<file path="src/rtl/neuron_accum_ctrl_if.sv">
// Signal bundle around the neuron accumulation sequencer: control, term stream,
// shared registered adder and result stream.
interface neuron_accum_ctrl_if #(
  parameter int unsigned ACC_W = 17,
  parameter int unsigned IN_W  = 8
);
  logic             start;
  logic [ACC_W-1:0] bias;
  logic             in_valid;
  logic [IN_W-1:0]  in_data;
  logic             in_ready;
  logic [ACC_W-1:0] add_in1;
  logic [IN_W-1:0]  add_in2;
  logic [ACC_W-1:0] add_sum;
  logic             add_carry;
  logic             out_valid;
  logic             out_ready;
  logic [ACC_W-1:0] out_data;
  logic             busy;
  logic             overflow;

  // Sequencer side.
  modport slave (
    input  start, bias, in_valid, in_data, add_sum, add_carry, out_ready,
    output in_ready, add_in1, add_in2, out_valid, out_data, busy, overflow
  );

  // Environment side: term source, adder, result sink.
  modport master (
    output start, bias, in_valid, in_data, add_sum, add_carry, out_ready,
    input  in_ready, add_in1, add_in2, out_valid, out_data, busy, overflow
  );
endinterface

</file>
<file path="src/rtl/neuron_accum_ctrl.sv">
// Sequences one neuron pre-activation (bias + NUM_INPUTS signed terms) through a shared
// registered adder. Define NEURON_ACCUM_SATURATE_EN to clamp the accumulator on overflow.
module neuron_accum_ctrl #(
  parameter int unsigned NUM_INPUTS = 8,
  parameter int unsigned ACC_W      = 17,
  parameter int unsigned IN_W       = 8
) (
  input  logic               clk,
  input  logic               rst_n,
  neuron_accum_ctrl_if.slave bus
);

  localparam int unsigned CntW = (NUM_INPUTS > 1) ? $clog2(NUM_INPUTS) : 1;
  localparam logic [CntW-1:0] LastCnt = CntW'(NUM_INPUTS - 1);
`ifdef NEURON_ACCUM_SATURATE_EN
  localparam logic [ACC_W-1:0] MaxVal = {1'b0, {(ACC_W-1){1'b1}}};
  localparam logic [ACC_W-1:0] MinVal = {1'b1, {(ACC_W-1){1'b0}}};
`endif

  typedef enum logic [2:0] {
    StIdle,
    StAccept,
    StIssue,
    StCapture,
    StDone
  } state_e;

  state_e           state_q, state_d;
  logic [ACC_W-1:0] acc_q, acc_d;
  logic [IN_W-1:0]  op_q, op_d;
  logic [CntW-1:0]  count_q, count_d;
  logic             ovf_q, ovf_d;
  logic             ovf_now;

  // The adder carry carries no information for signed accumulation.
  logic unused_carry;
  assign unused_carry = bus.add_carry;

  // Signed overflow: operands agree in sign but the sum does not.
  assign ovf_now = (acc_q[ACC_W-1] == op_q[IN_W-1]) &&
                   (bus.add_sum[ACC_W-1] != acc_q[ACC_W-1]);

  always_comb begin
    state_d = state_q;
    acc_d   = acc_q;
    op_d    = op_q;
    count_d = count_q;
    ovf_d   = ovf_q;
    unique case (state_q)
      StIdle: begin
        if (bus.start) begin
          acc_d   = bus.bias;
          count_d = '0;
          ovf_d   = 1'b0;
          state_d = StAccept;
        end
      end
      StAccept: begin
        if (bus.in_valid) begin
          op_d    = bus.in_data;
          state_d = StIssue;
        end
      end
      StIssue: state_d = StCapture;
      StCapture: begin
        acc_d = bus.add_sum;
        if (ovf_now) begin
          ovf_d = 1'b1;
`ifdef NEURON_ACCUM_SATURATE_EN
          acc_d = op_q[IN_W-1] ? MinVal : MaxVal;
`endif
        end
        if (count_q == LastCnt) begin
          state_d = StDone;
        end else begin
          count_d = count_q + CntW'(1);
          state_d = StAccept;
        end
      end
      StDone: begin
        if (bus.out_ready) state_d = StIdle;
      end
      default: state_d = StIdle;
    endcase
  end

  always_ff @(posedge clk or negedge rst_n) begin
    if (!rst_n) begin
      state_q <= StIdle;
      acc_q   <= '0;
      op_q    <= '0;
      count_q <= '0;
      ovf_q   <= 1'b0;
    end else begin
      state_q <= state_d;
      acc_q   <= acc_d;
      op_q    <= op_d;
      count_q <= count_d;
      ovf_q   <= ovf_d;
    end
  end

  always_comb begin
    bus.in_ready  = (state_q == StAccept);
    bus.add_in1   = (state_q == StIssue) ? acc_q : '0;
    bus.add_in2   = (state_q == StIssue) ? op_q : '0;
    bus.out_valid = (state_q == StDone);
    bus.out_data  = (state_q == StDone) ? acc_q : '0;
    bus.busy      = (state_q != StIdle);
    bus.overflow  = ovf_q;
  end

endmodule

</file>
<file path="src/flat_wrapper.sv">
// flat-port wrapper written by rule: the top's interface ports become plain ports
module neuron_accum_ctrl_flat 
#(
  parameter int unsigned NUM_INPUTS = 8,
  parameter int unsigned ACC_W      = 17,
  parameter int unsigned IN_W       = 8
)
  (clk, rst_n, bus_start, bus_bias, bus_in_valid, bus_in_data, bus_add_sum, bus_add_carry, bus_out_ready, bus_in_ready, bus_add_in1, bus_add_in2, bus_out_valid, bus_out_data, bus_busy, bus_overflow);
  neuron_accum_ctrl_if #(.ACC_W(ACC_W), .IN_W(IN_W)) bus_i ();
  input  logic clk;
  input  logic rst_n;
  input wire logic [$bits(bus_i.start)-1:0] bus_start;
  input wire logic [$bits(bus_i.bias)-1:0] bus_bias;
  input wire logic [$bits(bus_i.in_valid)-1:0] bus_in_valid;
  input wire logic [$bits(bus_i.in_data)-1:0] bus_in_data;
  input wire logic [$bits(bus_i.add_sum)-1:0] bus_add_sum;
  input wire logic [$bits(bus_i.add_carry)-1:0] bus_add_carry;
  input wire logic [$bits(bus_i.out_ready)-1:0] bus_out_ready;
  output wire logic [$bits(bus_i.in_ready)-1:0] bus_in_ready;
  output wire logic [$bits(bus_i.add_in1)-1:0] bus_add_in1;
  output wire logic [$bits(bus_i.add_in2)-1:0] bus_add_in2;
  output wire logic [$bits(bus_i.out_valid)-1:0] bus_out_valid;
  output wire logic [$bits(bus_i.out_data)-1:0] bus_out_data;
  output wire logic [$bits(bus_i.busy)-1:0] bus_busy;
  output wire logic [$bits(bus_i.overflow)-1:0] bus_overflow;
  assign bus_i.start = bus_start;
  assign bus_i.bias = bus_bias;
  assign bus_i.in_valid = bus_in_valid;
  assign bus_i.in_data = bus_in_data;
  assign bus_i.add_sum = bus_add_sum;
  assign bus_i.add_carry = bus_add_carry;
  assign bus_i.out_ready = bus_out_ready;
  assign bus_in_ready = bus_i.in_ready;
  assign bus_add_in1 = bus_i.add_in1;
  assign bus_add_in2 = bus_i.add_in2;
  assign bus_out_valid = bus_i.out_valid;
  assign bus_out_data = bus_i.out_data;
  assign bus_busy = bus_i.busy;
  assign bus_overflow = bus_i.overflow;
  neuron_accum_ctrl #(.NUM_INPUTS(NUM_INPUTS), .ACC_W(ACC_W), .IN_W(IN_W)) u_core (.clk(clk), .rst_n(rst_n), .bus(bus_i));
endmodule
</file>
<file path="config.mk">
export PLATFORM = sky130hd
export DESIGN_NAME = neuron_accum_ctrl_flat
export DESIGN_NICKNAME = d
export VERILOG_FILES = /design/src/rtl/neuron_accum_ctrl_if.sv /design/src/rtl/neuron_accum_ctrl.sv /design/src/flat_wrapper.sv
export SDC_FILE = /design/constraint.sdc
export NUM_CORES = 1
export LEC_CHECK = 0
export CAP_MARGIN = 20
export CELL_PAD_IN_SITES_DETAIL_PLACEMENT = 1
export CELL_PAD_IN_SITES_GLOBAL_PLACEMENT = 2
export CORE_ASPECT_RATIO = 1.75
export CORE_MARGIN = 3
export CORE_UTILIZATION = 25
export DETAILED_ROUTE_END_ITERATION = 7
export GPL_TIMING_DRIVEN = 0
export PLACE_DENSITY_LB_ADDON = 0.1
export SKIP_LAST_GASP = 1
export SLEW_MARGIN = 10
export SYNTH_ARGS = -nofsm -noshare
export SYNTH_HDL_FRONTEND = slang
export SYNTH_SLANG_ARGS = --single-unit
</file>
<file path="constraint.sdc">
create_clock -name clk -period 2.8 [get_ports clk]
set_input_delay 0.28 -clock clk [delete_from_list [all_inputs] [get_ports clk]]
set_output_delay 0.28 -clock clk [all_outputs]
set_load 0.01 [all_outputs]
</file>
==> results of run 1 <==
[flip-flops by register name, indices dropped and copies added (netlist names)]
name	count
u_core.op_q	8
u_core.state_q	3
u_core.count_q	3
u_core.bus.overflow	1
u_core.acc_q	17
[area by class of cell]
cell class	count	area (um2)	area share, %
buffer	10	55.1	1.82
clock buffer	7	153	5.04
inverter	4	15.0	0.495
multi-input combinational	118	986	32.5
sequential	32	801	26.4
tap	84	105	3.47
timing repair buffer	92	916	30.2
[placed cells by master, fill, tap and decap left out, types with 2 or more instances in the layout]
master | Yosys | final
clkbuf_8 | 0 | 2
nor2_1 | 8 | 7
and2_1 | 43 | 43
ha_1 | 2 | 2
dfrtp_1 | 32 | 32
inv_1 | 4 | 4
mux2_2 | 44 | 44
buf_2 | 6 | 7
a21oi_1 | 3 | 3
nand3b_1 | 3 | 3
clkbuf_2 | 0 | 2
clkbuf_16 | 0 | 5
clkdlybuf4s50_1 | 0 | 91
[through the flow]
stage	cell area (um2)	setup slack (ns)	std cells	hold slack (ns)
after floorplan	1840	1.08	164	-0.0156
after global placement	2870	-0.221	340	0.481
after detailed placement	2870	0.250	340	0.413
after CTS	3020	0.00552	347	0.105
after global routing	3030	0.0581	347	0.145
final	3030	0.247	347	0.0778
[metal layers]
| layer | global-route usage (%) | up-vias | share of wire, % |
|---|---|---|---|
| li1 | - | 746 | - |
| met1 | 14.5 | 793 | 36 |
| met4 | 3.18 | 0 | 0.92 |
| met3 | 5.11 | 4 | 7.9 |
| met2 | 24.8 | 56 | 55 |
| met5 | 0 | - | 0 |
[where the power goes]
group	switching, mW	internal (mW)	total (mW)	leakage (nW)
clock network	0.190	0.373	0.563	0.0760
registers	0.134	0.688	0.822	0.383
logic	0.470	0.683	1.15	0.773
total	0.794	1.74	2.54	1.23
[kinds of logic after synthesis]
kind of cell             Yosys count  synth area share (%)
AND/OR/NAND/NOR                   64                  21.1
multiplexers                      45                  27.5
flip-flops                        32                  43.5
buffers and inverters             14                  3.67
AO/OA/AOI/OAI                      7                  2.86
adder cells (fa/ha/maj)            2                  1.36
[repair_timing]
action | in CTS | in global routing
hold endpoints to repair | 0 | 0
resized for setup | 1 | 5
setup endpoints to repair | 20 | 29
gates cloned | 0 | 0
[how the worst max path moves through the flow]
stage	startpoint	to	slack, ns	depth (start not counted)
finish	u_core.state_q[1]$_DFFE_PN0P_	bus_out_data[13]	0.25	5
global route	u_core.state_q[0]$_DFFE_PN0P_	bus_add_in1[6]	0.06	5
CTS	u_core.state_q[2]$_DFFE_PN0P_	bus_out_data[13]	0.006	5
detailed placement	u_core.state_q[2]$_DFFE_PN0P_	bus_add_in1[11]	0.25	6
global placement	u_core.state_q[1]$_DFFE_PN0P_	bus_out_data[13]	-0.22	5
floorplan	u_core.state_q[1]$_DFFE_PN0P_	bus_out_data[10]	1.08	4
[worst reg2reg max path, delay by kind of cell (launching register included)]
kind | cells | cell delay (ns)
flip-flops | 1 | 0.43
AO/OA/AOI/OAI | 1 | 0.33
buffers and inverters | 2 | 0.57
multiplexers | 1 | 0.35
AND/OR/NAND/NOR | 1 | 0.16
==> results.md, run 1 <==
- Outcome: finished clean
- RSZ-0062 raised after global routing: false
- Syn_area_per_cell: 11.2 um2
- Final core utilization: 43.3%
- Final hold vios: 0
- Area grow syn2layout: 64.7%
- DR vias/cell: 4.61
- Worst Path Arrival: around 2.3 ns
- Initial core utilization: about a quarter
- P per Cell Area: 837 mW/mm2
- GRT Total Usage: 13.6%
- Worst reg2reg startpoint: u_core.state_q[0]$_DFFE_PN0P_
- Final Max Slew Viols: 0
- CTS sink cnt: 32
- Net count reported at finish: between 300 and 400
- Global route overflow: 0
- Ys async rst share: between 90% and 100%
- Headroom to the max-slew limit: 49.3%
- Post-synthesis sequential area ratio: 43.5%
- Pin count of the biggest net entering global routing: 33
- Final min period: 2.55 ns
- Primary FF master, synth: dfrtp_1
- Initial antenna violation count: 0
- Crit. End Element: output pin
- Crit path max fanout: 10
- Clock Latency Late Sink: 0.27 ns
- Share of layout cells above drive strength 1: 25.1%
- Wirelength, routed: 5.55 mm
- Synth warnings: 0
- Post-DP HPWL: 4.21 mm
- Synth Register Bits: 32
- Peak supply drop: about 0.00036 V
- Post-CTS Setup Inserts: 0
- Buf/Inv on CP: 3
- Rows: 40
- Worst Clk Skew: 0.00465 ns
- R2R Setup Slk: 0.85 ns
- CP most frequent cell: buf_2
- Post-synth EDFFs: 0
- Startpoint types: flop
- DR WL/cell: 16.0 um
- Top cells by count, synth: mux2_2 (44), and2_1 (43), dfrtp_1 (32)
- CP max stage delay: 0.56 ns
- Number of global-route vias before repair: 1765
- Port bufs: 92
- TNS Setup: 0 ns
- Setup violators final: 0
- Most numerous cell in the Yosys netlist: mux2_2
- Clock tree buffer depth: 2
- First-pass GRT wire length: 9.05 mm
- Total power: 2.54 mW
- Worst-Margin Slew: roughly 0.76 ns
- Mapped cell area: between 0.0015 and 0.002 mm2
- Die area: 0.00847 mm2
- Fmax: 392 MHz
- Area leader, netlist: dfrtp_1
- Global placement routability congestion: 0.723
- Syn Nets: 214
- Die X: 70.9 um
- Die height: about 120 um
- Final ANT Viol Nets: 0
- Crit path max-delay family: buffers and inverters
- Reg-to-Reg End: u_core.acc_q[5]$_DFFE_PN0P_
- First-iteration detailed-routing DRC count: 16
- Kind of critical path: reg2out
- R2r worst-path depth: 5
- Unique masters post-synth: 26
- IO Count: 94
- Clock root cell: clkbuf_16
- Tcrit/Tclk final: about nine tenths
- Synth area leaders: dfrtp_1 (44%), mux2_2 (27%), and2_1 (15%)
- Core area: 0.00701 mm2
- Worst path slowest cell: clkdlybuf4s50_1
- Clock Pin Slew Worst Setup and Hold Paths: approximately 0.05 ns
- CTS Buf Count: 5
- DR vias: between 1500 and 2000
- CP Cell Sequence: buf_2, nor3b_4, buf_2, and2_1, clkdlybuf4s50_1
- Required time of the critical path: 2.52 ns
- TritonCTS clock tree: yes
- Lkg Pwr: 1.23 nW
- DRC violations left: 0
- H-tree levels: 2
- Max-Cap Viols: 0
- Hold buffers post-CTS: 0
- # fillers: 763
- Synth top area share: 43.5%
- Hold Crit Class: in2async
- N_diodes: 0
- Synthesized instance count: between 150 and 200
- Detailed Routing Iterations Pass 1: 2
Power figures use the tool's default switching activity.
==> run 2, diff against run 1 <==
- CORE_ASPECT_RATIO: 1.75 -> 1.25
- REMOVE_ABC_BUFFERS: not set -> 1
==> results.md, run 2 (synthesized netlist as in run 1, its figures left out) <==
- Net Sw Power: 0.779 mW (-1.8%)
- Final hold vios: 0 (unchanged)
- DR vias/cell: 4.48 (-2.8%)
- Net count reported at finish: 308 (-1.6%)
- CTS Buf Count: 5 (unchanged)
- IO Count: 94 (unchanged)
- Switching Share: 32.3% (+1.0 points)
- Clock tree buffer depth: 2 (unchanged)
- Clock Pin Slew Worst Setup and Hold Paths: 0.07 ns (+0.02 ns)
- Most common cell after layout, fill and taps aside: clkdlybuf4s50_1
- Area grow syn2layout: 64.0%
- Worst Path Arrival: 2.27 ns (about the same)
- Outcome: finished clean
- Clock Power Share: 18.4% (-3.8 points)
- Die area: 0.00843 mm2 (-0.40%)
- Worst-Margin Slew: 0.599 ns (-0.161 ns)
- Share of layout cells above drive strength 1: 23.9% (-1.2 points)
- Global route overflow: 0 (unchanged)
- Comb pwr share: 46.2% (+0.8 points)
- Max reg flops: 17 (unchanged)
- Hold Crit Class: in2async
- Final min period: 2.55 ns (-0.00391 ns)
- Rows: 34 (-15%)
- Kind of critical path: reg2out
- Final Max Slew Viols: 0 (unchanged)
- Initial core utilization: 26.1% (-0.20 points)
- Required time of the critical path: 2.52 ns (about the same)
- Die height: 102 um (-15%)
- Max-Cap Viols: 0 (unchanged)
- P per Cell Area: 800 mW/mm2 (-4.5%)
- Clock Latency Late Sink: 0.29 ns (+0.02 ns)
- TritonCTS clock tree: yes
- Final ANT Viol Nets: 0 (unchanged)
- Worst Clk Skew: 0.00469 ns (+0.0000368 ns)
- Clock root cell: clkbuf_8
- Wirelength, routed: 5.42 mm (-2.4%)
- H-tree levels: 2 (unchanged)
- Number of global-route vias before repair: 1698 (-3.8%)
- Die X: 82.7 um (+17%)
- Crit. End Element: output pin
- Pint: 1.63 mW (-6.2%)
- N_diodes: 0 (unchanged)
- Port bufs: 92 (unchanged)
- Post-DP HPWL: 4.11 mm (-2.3%)
- Fmax: 392 MHz (+0.15%)
- Startpoint types: flop
- First-iteration detailed-routing DRC count: 22 (+6)
- Total power: 2.41 mW (-4.8%)
- GRT Total Usage: 14.0% (+0.36 points)
- Headroom to the max-slew limit: 59.9% (+11 points)
- Most frequent cells in the layout: clkdlybuf4s50_1 (91), mux2_2 (44), and2_1 (43), dfrtp_1 (32), nor2_1 (7)
- Hold WS: 0.486 ns (+0.408 ns)
- Tcrit/Tclk final: 91.0% (-0.14 points)
- RSZ-0062 raised after global routing: false
- Initial antenna violation count: 0 (unchanged)
- DRC violations left: 0 (unchanged)
- Peak supply drop: 0.000311 V (-13%)
- Global placement routability congestion: 0.678 (-6.3%)
- TNS Setup: 0 ns (unchanged)
- Crit path max fanout: 13 (+3)
- Largest Register: u_core.acc_q
- DR vias: 1563 (-2.3%)
- First-pass GRT wire length: 8.82 mm (-2.6%)
- CTS sink cnt: 32 (unchanged)
- Core area: 0.00706 mm2 (+0.79%)
- Seq pwr share: 35.4% (+3.0 points)
- Top flop regs: u_core.acc_q x17, u_core.op_q x8
- DR WL/cell: 15.5 um (-3.0%)
- Post-CTS Setup Inserts: 0 (unchanged)
- Pin count of the biggest net entering global routing: 33 (unchanged)
- Setup violators final: 0 (unchanged)
- Lkg Pwr: 1.20 nW (-2.4%)
- Detailed Routing Iterations Pass 1: 2 (unchanged)
-- run 2: area by class of cell --
class	instances	area, um2
multi-input cells	118	980
well taps	90	113
clock inverters	3	42.5
fillers	800	4040
inverters	4	15.0
clock buffers	5	68.8
flip-flops and latches	32	801
repair buffers	97	1000
-- run 2: power by group through the flow --
stage / combinational (mW) / clock [mW] / sequential (mW)
CTS: 1.15 / 0.468 / 0.856
floorplan: 0.689 / 0 / 0.806
global route: 1.24 / 0.486 / 0.895
detailed placement: 1.15 / 0 / 0.863
global placement: 1.08 / 0 / 0.851
finish: 1.12 / 0.443 / 0.854
-- run 2: what timing repair did --
action	in CTS	in global routing
hold buffers	1	0
endpoints found under the hold margin	32	0
gates resized for setup	0	0
-- run 2: layer usage --
layer	vias to the layer above	global-route usage, %	share of wire, %
met4	0	5.28	1.7
met3	8	5.56	8.2
met2	49	24.5	51
met5	-	0	0
li1	738	-	-
met1	768	14.9	39
-- run 2: final timing paths --
check / slack (ns) / endpoint / start / cells past startpoint
max: 0.25 / bus_out_data[11] / u_core.state_q[0]$_DFFE_PN0P_ / 4
min: 0.49 / u_core.state_q[2]$_DFFE_PN0P_ / rst_n / 3
max reg2reg: 0.69 / u_core.acc_q[8]$_DFFE_PN0P_ / u_core.state_q[0]$_DFFE_PN0P_ / 4
min reg2reg: 0.51 / u_core.op_q[0]$_DFFE_PN0P_ / u_core.op_q[0]$_DFFE_PN0P_ / 1
max in group asynchronous: 2.14 / u_core.state_q[1]$_DFFE_PN0P_ / rst_n / 3
min in group clk: 0.51 / u_core.op_q[0]$_DFFE_PN0P_ / u_core.op_q[0]$_DFFE_PN0P_ / 1
-- run 2: through the flow --
step | util [%] | cells | area (um2) | setup WS [ns]
floorplan | - | 154 | 1790 | 0.801
global placement | 40.0 | 336 | 2820 | -0.614
detailed placement | 41.0 | 340 | 2900 | 0.486
CTS | 42.8 | 349 | 3020 | 0.204
global route | 42.8 | 349 | 3020 | 0.0724
finish | 42.8 | 349 | 3020 | 0.251
-- run 2: worst max-delay path, cell delays in order (launching register included) --
cell	delay, ns
dfrtp_1	0.53
nor3b_2	0.51
buf_6	0.23
and2_1	0.13
clkdlybuf4s50_1	0.57
